===== src/rtl/i2c_pkg.sv =====
// Shared constants for the I2C core FIFOs: word widths, default depth and
// the width of the threshold fields in the register file.
package i2c_pkg;
    localparam int I2C_TXW        = 10;
    localparam int I2C_RXW        = 8;
    localparam int I2C_FIFO_DEPTH = 16;
    localparam int I2C_THR_W      = $clog2(I2C_FIFO_DEPTH) + 1;

    typedef logic [I2C_THR_W-1:0] i2c_thr_t;
endpackage


===== src/rtl/i2c_thresh_fifo_if.sv =====
// Bus between the register file / protocol FSM (master) and the threshold
// FIFO (slave): push/pop handshake, thresholds, status and error flags.
interface i2c_thresh_fifo_if
    import i2c_pkg::*;
#(
    parameter int DW = I2C_RXW,
    parameter int AW = $clog2(I2C_FIFO_DEPTH)
);
    logic          flush;
    logic          wr;
    logic [DW-1:0] din;
    logic          rd;
    logic [DW-1:0] dout;
    logic          full;
    logic          empty;
    logic [AW:0]   usedw;
    logic [AW:0]   pfull_lvl;
    logic          pfull;
    logic [AW:0]   pempty_lvl;
    logic          pempty;
    logic          ovf;
    logic          udf;
    logic          err_clr;
    logic [AW:0]   peak;

    modport master (
        output flush, wr, din, rd, pfull_lvl, pempty_lvl, err_clr,
        input  dout, full, empty, usedw, pfull, pempty, ovf, udf, peak
    );

    modport slave (
        input  flush, wr, din, rd, pfull_lvl, pempty_lvl, err_clr,
        output dout, full, empty, usedw, pfull, pempty, ovf, udf, peak
    );
endinterface


===== src/rtl/i2c_fifo_ram.sv =====
// Simple dual-port storage array with a registered read port. A write to
// the address being read in the same cycle is forwarded (write-first).
module i2c_fifo_ram #(
    parameter int DW = 8,
    parameter int AW = 4
) (
    input  logic          clk,
    input  logic          clr,
    input  logic          we,
    input  logic [AW-1:0] waddr,
    input  logic [DW-1:0] wdata,
    input  logic          re,
    input  logic [AW-1:0] raddr,
    output logic [DW-1:0] rdata
);
    logic [DW-1:0] mem [0:(1<<AW)-1];
    logic [DW-1:0] rdata_q, rdata_d;

    always_ff @(posedge clk) begin
        if (we) mem[waddr] <= wdata;
    end

    // The read register only loads when the head moves, so a rejected pop
    // leaves the presented word untouched.
    always_comb begin
        rdata_d = rdata_q;
        if (clr)
            rdata_d = '0;
        else if (re)
            rdata_d = (we && (waddr == raddr)) ? wdata : mem[raddr];
    end

    always_ff @(posedge clk) begin
        rdata_q <= rdata_d;
    end

    assign rdata = rdata_q;
endmodule


===== src/rtl/i2c_thresh_fifo.sv =====
// First-word-fall-through FIFO with programmable fill/drain thresholds,
// sync flush, sticky overflow/underflow flags and a peak-occupancy watermark.
module i2c_thresh_fifo
    import i2c_pkg::*;
#(
    parameter int DW    = I2C_RXW,
    parameter int DEPTH = I2C_FIFO_DEPTH
) (
    input logic              clk,
    input logic              rstn,
    i2c_thresh_fifo_if.slave bus
);
    localparam int          AW       = $clog2(DEPTH);
    localparam logic [AW:0] CNT_ONE  = (AW+1)'(1);
    localparam logic [AW:0] FULL_CNT = (AW+1)'(DEPTH);

    logic [AW:0]   wp_q, wp_d, rp_q, rp_d;
    logic [AW:0]   usedw_q, usedw_d, peak_q, peak_d;
    logic          full_q, full_d, empty_q, empty_d;
    logic          pfull_q, pfull_d, pempty_q, pempty_d;
    logic          ovf_q, ovf_d, udf_q, udf_d;
    logic          push, pop;
    logic [DW-1:0] ram_rdata;

    always_comb begin
        push     = bus.wr && (!full_q || bus.rd) && !bus.flush;
        pop      = bus.rd && !empty_q && !bus.flush;
        wp_d     = wp_q;
        rp_d     = rp_q;
        usedw_d  = usedw_q;
        ovf_d    = ovf_q | (bus.wr && full_q && !bus.rd && !bus.flush);
        udf_d    = udf_q | (bus.rd && empty_q && !bus.flush);
        if (bus.err_clr) begin
            ovf_d = 1'b0;
            udf_d = 1'b0;
        end
        if (bus.flush) begin
            wp_d    = '0;
            rp_d    = '0;
            usedw_d = '0;
        end else begin
            if (push) wp_d = wp_q + CNT_ONE;
            if (pop)  rp_d = rp_q + CNT_ONE;
            if (push && !pop)
                usedw_d = usedw_q + CNT_ONE;
            else if (pop && !push)
                usedw_d = usedw_q - CNT_ONE;
        end
        // Flags come from the next-state count so they never lag usedw.
        full_d   = (usedw_d == FULL_CNT);
        empty_d  = (usedw_d == '0);
        pfull_d  = (usedw_d > bus.pfull_lvl);
        pempty_d = (usedw_d <= bus.pempty_lvl);
        peak_d   = bus.flush ? '0 : ((usedw_d > peak_q) ? usedw_d : peak_q);
    end

    always_ff @(posedge clk) begin
        if (!rstn) begin
            wp_q     <= '0;
            rp_q     <= '0;
            usedw_q  <= '0;
            peak_q   <= '0;
            full_q   <= 1'b0;
            empty_q  <= 1'b1;
            pfull_q  <= 1'b0;
            pempty_q <= 1'b1;
            ovf_q    <= 1'b0;
            udf_q    <= 1'b0;
        end else begin
            wp_q     <= wp_d;
            rp_q     <= rp_d;
            usedw_q  <= usedw_d;
            peak_q   <= peak_d;
            full_q   <= full_d;
            empty_q  <= empty_d;
            pfull_q  <= pfull_d;
            pempty_q <= pempty_d;
            ovf_q    <= ovf_d;
            udf_q    <= udf_d;
        end
    end

    // The head changes on a pop, or when a push lands in an empty FIFO.
    i2c_fifo_ram #(.DW(DW), .AW(AW)) u_ram (
        .clk   (clk),
        .clr   (!rstn || bus.flush),
        .we    (push),
        .waddr (wp_q[AW-1:0]),
        .wdata (bus.din),
        .re    (pop || (push && empty_q)),
        .raddr (rp_d[AW-1:0]),
        .rdata (ram_rdata)
    );

    assign bus.dout   = ram_rdata;
    assign bus.full   = full_q;
    assign bus.empty  = empty_q;
    assign bus.usedw  = usedw_q;
    assign bus.pfull  = pfull_q;
    assign bus.pempty = pempty_q;
    assign bus.ovf    = ovf_q;
    assign bus.udf    = udf_q;
    assign bus.peak   = peak_q;
endmodule


===== src/flat_wrapper.sv =====
// flat-port wrapper written by rule: the top's interface ports become plain ports
module i2c_thresh_fifo_flat import i2c_pkg::*;
#(
    parameter int DW    = I2C_RXW,
    parameter int DEPTH = I2C_FIFO_DEPTH
)
  (clk, rstn, bus_flush, bus_wr, bus_din, bus_rd, bus_pfull_lvl, bus_pempty_lvl, bus_err_clr, bus_dout, bus_full, bus_empty, bus_usedw, bus_pfull, bus_pempty, bus_ovf, bus_udf, bus_peak);
  i2c_thresh_fifo_if #(.DW(DW), .AW(4)) bus_i ();
  input logic clk;
  input logic rstn;
  input wire logic [$bits(bus_i.flush)-1:0] bus_flush;
  input wire logic [$bits(bus_i.wr)-1:0] bus_wr;
  input wire logic [$bits(bus_i.din)-1:0] bus_din;
  input wire logic [$bits(bus_i.rd)-1:0] bus_rd;
  input wire logic [$bits(bus_i.pfull_lvl)-1:0] bus_pfull_lvl;
  input wire logic [$bits(bus_i.pempty_lvl)-1:0] bus_pempty_lvl;
  input wire logic [$bits(bus_i.err_clr)-1:0] bus_err_clr;
  output wire logic [$bits(bus_i.dout)-1:0] bus_dout;
  output wire logic [$bits(bus_i.full)-1:0] bus_full;
  output wire logic [$bits(bus_i.empty)-1:0] bus_empty;
  output wire logic [$bits(bus_i.usedw)-1:0] bus_usedw;
  output wire logic [$bits(bus_i.pfull)-1:0] bus_pfull;
  output wire logic [$bits(bus_i.pempty)-1:0] bus_pempty;
  output wire logic [$bits(bus_i.ovf)-1:0] bus_ovf;
  output wire logic [$bits(bus_i.udf)-1:0] bus_udf;
  output wire logic [$bits(bus_i.peak)-1:0] bus_peak;
  assign bus_i.flush = bus_flush;
  assign bus_i.wr = bus_wr;
  assign bus_i.din = bus_din;
  assign bus_i.rd = bus_rd;
  assign bus_i.pfull_lvl = bus_pfull_lvl;
  assign bus_i.pempty_lvl = bus_pempty_lvl;
  assign bus_i.err_clr = bus_err_clr;
  assign bus_dout = bus_i.dout;
  assign bus_full = bus_i.full;
  assign bus_empty = bus_i.empty;
  assign bus_usedw = bus_i.usedw;
  assign bus_pfull = bus_i.pfull;
  assign bus_pempty = bus_i.pempty;
  assign bus_ovf = bus_i.ovf;
  assign bus_udf = bus_i.udf;
  assign bus_peak = bus_i.peak;
  i2c_thresh_fifo #(.DW(DW), .DEPTH(DEPTH)) u_core (.clk(clk), .rstn(rstn), .bus(bus_i));
endmodule

===== config.mk =====
export PLATFORM = sky130hd
export DESIGN_NAME = i2c_thresh_fifo_flat
export DESIGN_NICKNAME = d
export VERILOG_FILES = /design/src/rtl/i2c_pkg.sv /design/src/rtl/i2c_thresh_fifo_if.sv /design/src/rtl/i2c_fifo_ram.sv /design/src/rtl/i2c_thresh_fifo.sv /design/src/flat_wrapper.sv
export SDC_FILE = /design/constraint.sdc
export NUM_CORES = 1
export LEC_CHECK = 0
export CAP_MARGIN = 15
export CORE_UTILIZATION = 35
export CTS_BUF_LIST = sky130_fd_sc_hd__clkbuf_8
export CTS_CLUSTER_SIZE = 8
export DETAILED_ROUTE_END_ITERATION = 7
export GPL_ROUTABILITY_DRIVEN = 1
export GPL_TIMING_DRIVEN = 0
export MAX_ROUTING_LAYER = met4
export PLACE_DENSITY = 0.6
export SLEW_MARGIN = 20
export SYNTH_ARGS = -nofsm -noshare
export SYNTH_HDL_FRONTEND = slang
export SYNTH_HIERARCHICAL = 1
export SYNTH_SLANG_ARGS = --single-unit

===== constraint.sdc =====
create_clock -name clk -period 5.8 [get_ports clk]
set_input_delay 1.16 -clock clk [delete_from_list [all_inputs] [get_ports clk]]
set_output_delay 1.16 -clock clk [all_outputs]
set_load 0.005 [all_outputs]

* Word level (Yosys, flattened, before mapping)
Memories as Yosys holds them, arrays and structs flattened. A register that Yosys moved wholly into a read port is not among the register bits.
Cells that the tools add are included.
W data, S select, Z words.
** Storage, ports and cells
- Register bits after elaboration :: 26
- Latch bits :: 0
- RAM bits :: 128
- Bits in read-only memories :: 0
- Input port bits :: 24
- Output and inout bits :: 24
- Word-level logic and storage cells :: 55
- Memories :: 1
** Operators by class
- $add $sub $neg :: 4
- Multiply operators :: 0
- Div/mod/pow operators :: 0
- $lt $le $gt $ge :: 3
- Equality and inequality tests :: 1
- Shift-type cells :: 0
- Mux-type cells :: 7
- Bitwise logic cells :: 3
- Reduce and logical (&&, ||, !) cells :: 25
** Memories
- u_core.u_ram.mem :: words 16, bits a word 8, read ports 1, clocked after memory_dff 1, wr ports 1, RTL line i2c_fifo_ram.sv:16 : logic [DW-1:0] mem [0:(1<<AW)-1];
** Operator list (count)
- $add A5 B1 Y5 const B :: 3
- $mux W5 :: 3
- $logic_and A1 B1 Y1 :: 12
- $gt A5 B5 Y1 :: 2
- $mux W4 :: 2
- $logic_not A1 Y1 :: 7
- $eq A5 B5 Y1 const B :: 1
- $le A5 B5 Y1 :: 1
- $logic_not A5 Y1 :: 1
- $sub A5 B1 Y5 const B :: 1
- $reduce_or A2 Y1 :: 2
- $logic_or A1 B1 Y1 :: 3
- $mux W1 :: 2
- $or A1 B1 Y1 :: 2
- $not A1 Y1 :: 1

* Logic depth before layout (Yosys ltp)
- Word-level depth :: 10
- Gate-level depth with buffers :: 11
- Gate-level depth less buffers :: 11

* Modules after synthesis
Netlist, hierarchy kept.
** Modules (own cells, without submodules)
- i2c_fifo_ram :: times used 1, cells each 293, area each 5481.5 um^2, seq. area each 4003.8 um^2
- i2c_thresh_fifo :: times used 1, cells each 181, area each 1541.5 um^2, seq. area each 480.5 um^2

* Least setup slack after synthesis
Ideal clock, no wire load.
- Kind :: input to register
- Start :: input bus_flush
- End :: register u_core.peak_q[0] (netlist: u_core/bus.peak[0])
- Setup time :: 115 ps
- Arrival :: 3626 ps
- Data required time :: 5685 ps
- Path slack :: 2059 ps
- Stages on the path :: 10
- Path buffers :: 0
- Path through :: nand2b_1 > or4b_1 > and4_1 > or2_2 > ha_1 > and3_1 > o21a_1 > o31ai_1 > a211oi_1 > o21ba_2
** On the way
- Longest elaborated chain between the ends :: 8
- Elaborated cells on any way between the ends :: 12
- Classes of those cells :: 1 x order compare; 3 x mux; 8 x reduce/logical
** Ends and longest elaborated chain
- start: declaration :: RTL line flat_wrapper.sv:11 : input wire logic [$bits(bus_i.flush)-1:0] bus_flush;
- $logic_not A1 Y1 :: RTL line i2c_thresh_fifo.sv:26, i2c_thresh_fifo.sv:27
- $logic_and A1 B1 Y1 :: RTL line i2c_thresh_fifo.sv:26 : push = bus.wr && (!full_q || bus.rd) && !bus.flush;
- $logic_not A1 Y1 :: RTL line i2c_thresh_fifo.sv:46 : else if (pop && !push)
- $logic_and A1 B1 Y1 :: RTL line i2c_thresh_fifo.sv:46
- $mux W5 :: RTL line i2c_thresh_fifo.sv:46
- $mux W5 :: RTL line i2c_thresh_fifo.sv:44 : if (push && !pop)
- $mux W5 * :: RTL line i2c_thresh_fifo.sv:37 : if (bus.flush) begin
- net u_core.usedw_d[2] :: RTL line i2c_thresh_fifo.sv:18 : logic [AW:0] usedw_q, usedw_d, peak_q, peak_d;
- $gt A5 B5 Y1 * :: RTL line i2c_thresh_fifo.sv:54 : peak_d = bus.flush ? '0 : ((usedw_d > peak_q) ? usedw_d : peak_q);
- end signal: assignment :: RTL line i2c_thresh_fifo.sv:73 : peak_q <= peak_d;
- end: declaration :: RTL line i2c_thresh_fifo.sv:18
The timed path passes the listed nets; every way through them passes the cells marked *.
A chain may end at the register's enable or synchronous reset.

* Worst setup path after layout
- Start :: input bus_rd
- End :: register u_core.peak_q[0] (netlist: u_core/bus.peak[0])
** On the way
- Longest elaborated chain between the ends :: 9
- Elaborated cells on any way between the ends :: 13
- Classes of those cells :: 1 x order compare; 3 x mux; 9 x reduce/logical
** Ends and longest elaborated chain
- start: declaration :: RTL line flat_wrapper.sv:14 : input wire logic [$bits(bus_i.rd)-1:0] bus_rd;
- $logic_or A1 B1 Y1 :: RTL line i2c_thresh_fifo.sv:26
- $logic_and A1 B1 Y1 (2 in a row) :: RTL line i2c_thresh_fifo.sv:26
- $logic_not A1 Y1 :: RTL line i2c_thresh_fifo.sv:46
- $logic_and A1 B1 Y1 :: RTL line i2c_thresh_fifo.sv:46
- $mux W5 :: RTL line i2c_thresh_fifo.sv:46
- $mux W5 * :: RTL line i2c_thresh_fifo.sv:44
- $mux W5 * :: RTL line i2c_thresh_fifo.sv:37
- net u_core.usedw_d[3] :: RTL line i2c_thresh_fifo.sv:18
- $gt A5 B5 Y1 * :: RTL line i2c_thresh_fifo.sv:54
Marked as above.

==> metrics.md <==
| Metric | Value |
|---|---|
| Die Y | `approximately 140 microns` |
| Gr ovfl total | `0` |
| CTS Buf Count | `17` |
| Ports | `48` |
| Fin Setup TNS | `0 ns` |
| Largest net degree at the start of global routing | `18` |
| Post-CTS Hold Fix Bufs | `0` |
| Async set-reset flop share out of synthesis | `0%` |
| Leading area contributor after synthesis | `edfxtp_1` |
| Final count of negative-setup-slack endpoints | `0` |
| Actual slew at the worst max-slew pin | `0.846 ns` |
| Unrepaired setup endpoints after global routing | `no` |
| Share of cells above drive strength 1 | `13.6%` |
| Rows | `51` |
| CTS resizes | `0` |
| Peak supply drop | `0.000201 V` |
| Post-synth top area share | `54.7%` |
| CTS Buffer Depth | `2` |
| Hold Violations, Final | `0` |
| Pre-antenna DRT Iters | `4` |
| Max Slew Vio Count | `0` |
| Hold crit path type | `flip-flop to flip-flop` |
| Post-route ant nets | `0` |
| PnR worst setup slack | `1.31 ns` |
| Post-route DRC violation count | `0` |
| Synth Net Count | `517` |
| Initial DRC count | `245` |
| Worst setup EP type | `flip-flop` |
| Vias per cell | `5.18` |
| Die Wd | `roughly 140 microns` |
| Routed WL per cell | `19.5 microns` |
| CP max stage delay | `0.69 ns` |
| H-tree Lvls | `4` |
| Post-Synthesis Cell Area | `7020 sq um` |
| Critical Path Slowest Stage Cell | `o31ai_1` |
| Antenna violations before repair | `0` |
| Synth Warn # | `6` |
| Tmin final | `4.49 ns` |
| EDFF count, synth | `128` |
| Core ar. | `slightly below 20000 sq um` |
| Clock Latency Late Sink | `0.45 ns` |
| Max-cap violations | `0` |
| Ant diodes | `0` |
| Synth Area per Inst | `14.8 sq um` |
| Number of global-route vias before repair | `between 4000 and 5000` |
| Leading post-synthesis cells by cell area | `edfxtp_1 (55%), dfxtp_1 (9.1%), mux4_1 (6.0%), ha_1 (3.4%), mux2i_1 (2.7%)` |
| Reg2reg path depth | `10` |
| Pwr dens | `approximately 270 nW/um^2` |
| Synth unique cells | `58` |
| Die area | `20600 sq um` |
| Via count | `4240` |
| Fin crit share | `77.4%` |
| Status | `finished clean` |
| Filler cell count | `1832` |
| Pleak | `2.68 nW` |
| Main synth FF type | `edfxtp_1` |
| WP data arrival | `just under 5 ns` |
| Nature of the critical path startpoint | `input pin` |
| Starting Density | `35.8%` |
| Clk slew on worst S/H paths | `0.09 ns` |
| Layout Nets | `between 500 and 600` |
| Tot GR Track Use | `16.8%` |
| DP Wirelength | `10700 microns` |
| CP Class | `input pin to flip-flop` |
| First-pass GRT wire length | `24000 microns` |
| CTS sink count | `160` |
| Synth Instances | `between 400 and 500` |
| GPL Wtd Cong | `approximately 0.86` |
| Critical Path RT | `6.16 ns` |
| Crit-path cells | `clkdlybuf4s50_1, nor2b_1, nor4_1, or4b_2, nand2_1, ha_1, and3_1, o21a_1, o31ai_1, a211oi_1, o21ba_2` |
| Detailed Route WL | `16000 microns` |
| Fmax | `223 MHz` |
| Area Overhead vs Synth | `17.1%` |
| Yosys reg bits | `160` |
| Max-Slew Margin vs Limit | `43.1%` |
| Post-synthesis sequential area ratio | `63.9%` |
| Clock tree root buffer cell | `clkbuf_8` |
| CTS tree | `built` |
| Critical-path maximum fanout | `8` |
| Total setup buffers inserted after CTS | `0` |
| IO Port Bufs | `47` |
| Pre-CTS WS | `0.908 ns` |
| Setup Skew | `0.00947 ns` |
| Hold path cells | `2` |
## logic make-up (layout without fill, tap and decap cells)
group	after synthesis	in the layout	synth area share (%)
mux	49	49	12.2
xor+xnor	10	10	1.25
compound gates	68	68	7.04
buf+inv	40	119	2.87
flops	160	160	63.9
simple gates	128	128	9.39
fa+ha+maj	19	19	3.39
## power by group
part | switching, W | total [W] | leakage, nW | internal [W]
clock network | 0.000452 | 0.000804 | 0.195 | 0.000353
logic | 0.0000844 | 0.000152 | 1.07 | 0.0000674
registers | 0.00000819 | 0.00125 | 1.41 | 0.00125
## cell type report
type                       count  area [sq um]  area share, %
sequential                   160          4480           54.5
multi-input combinational    274          2360           28.7
timing repair buffer          47           470           5.72
tap                          265           332           4.03
clock buffer                  17           234           2.84
clock inverter                15           146           1.78
buffer                        21           130           1.58
inverter                      19          71.3          0.867
## synth_stat cells (7+ instances only)
library cell	count
nand3_1	10
mux2i_1	19
buf_2	7
a21oi_1	11
ha_1	19
mux4_1	16
edfxtp_1	128
and2_1	9
nand2_1	27
nor2_1	41
o21a_1	7
o21ai_0	12
a31oi_1	9
dfxtp_1	32
clkbuf_1	8
inv_1	19
o41ai_1	8
mux4_2	8
## worst max-delay path, delay by kind of cell
kind | cells | cell delay, ns
adders and majority gates | 1 | 0.30
AOI/OAI and AO/OA | 4 | 1.20
and+or+nand+nor | 5 | 1.68
buffers and inverters | 1 | 0.51
## path summary, 6_finish.rpt
check                                         from                 end  slack [ns]
worst min register to register  u_core/bus.peak[1]  u_core/bus.peak[1]        0.47
worst min-delay path            u_core/bus.peak[1]  u_core/bus.peak[1]        0.47
worst max register to register     u_core/bus.full  u_core/bus.peak[0]        2.20
worst max-delay path                        bus_rd  u_core/bus.peak[0]        1.31
## per-layer routing
layer  global-route usage, %  part of all wire [%]  up-vias
met5                       -                     0        -
met4                    4.70                   1.1        0
met3                    4.13                   5.0       15
met2                    27.3                    48      127
met1                    20.9                    46     2132
li1                        -                     -     1966
## flip-flops by register name, indices dropped and copies added, names as in the netlist, 4 cells and up
name	count
u_core/rp_q	4
u_core/u_ram/mem	128
u_core/bus.usedw	5
u_core/u_ram/rdata	8
u_core/bus.peak	5
u_core/wp_q	4
## layout by cell type, fill, tap and decap left out, types with 3 or more instances in the layout
cell type / synthesis / final
buf_6: 3 / 3
mux4_2: 8 / 8
nor2_1: 41 / 41
clkdlybuf4s50_1: 0 / 47
xor2_1: 4 / 4
mux2_2: 6 / 6
clkbuf_8: 0 / 17
and2_1: 9 / 9
inv_8: 0 / 3
nor2b_1: 6 / 6
dfxtp_1: 32 / 32
a21oi_1: 11 / 11
a31oi_1: 9 / 9
o21ai_0: 12 / 12
buf_2: 7 / 7
nor3_2: 0 / 4
nand2_1: 27 / 27
inv_6: 0 / 5
mux2i_1: 19 / 19
mux4_1: 16 / 16
o41ai_1: 8 / 8
nand3_1: 10 / 10
edfxtp_1: 128 / 128
a221oi_1: 6 / 6
nand2b_1: 5 / 5
ha_1: 19 / 19
clkbuf_1: 8 / 8
or2_2: 3 / 3
xnor2_1: 6 / 6
inv_1: 19 / 19
nor4_1: 3 / 3
o21a_1: 7 / 7
nand3b_1: 3 / 3
## metrics by stage
step | hold slack, ns | total power [W] | utilization (%) | area, sq um | std cells
detailed placement | 0.464 | 0.00143 | 40.0 | 7850 | 786
floorplan | 0.460 | 0.00136 | - | 7020 | 474
CTS | 0.477 | 0.00223 | 42.0 | 8230 | 818
finish | 0.475 | 0.00221 | 42.0 | 8230 | 818
global placement | 0.453 | 0.00143 | 39.9 | 7830 | 786
global route | 0.521 | 0.00229 | 42.0 | 8230 | 818
(Power assumes the default switching activity.)
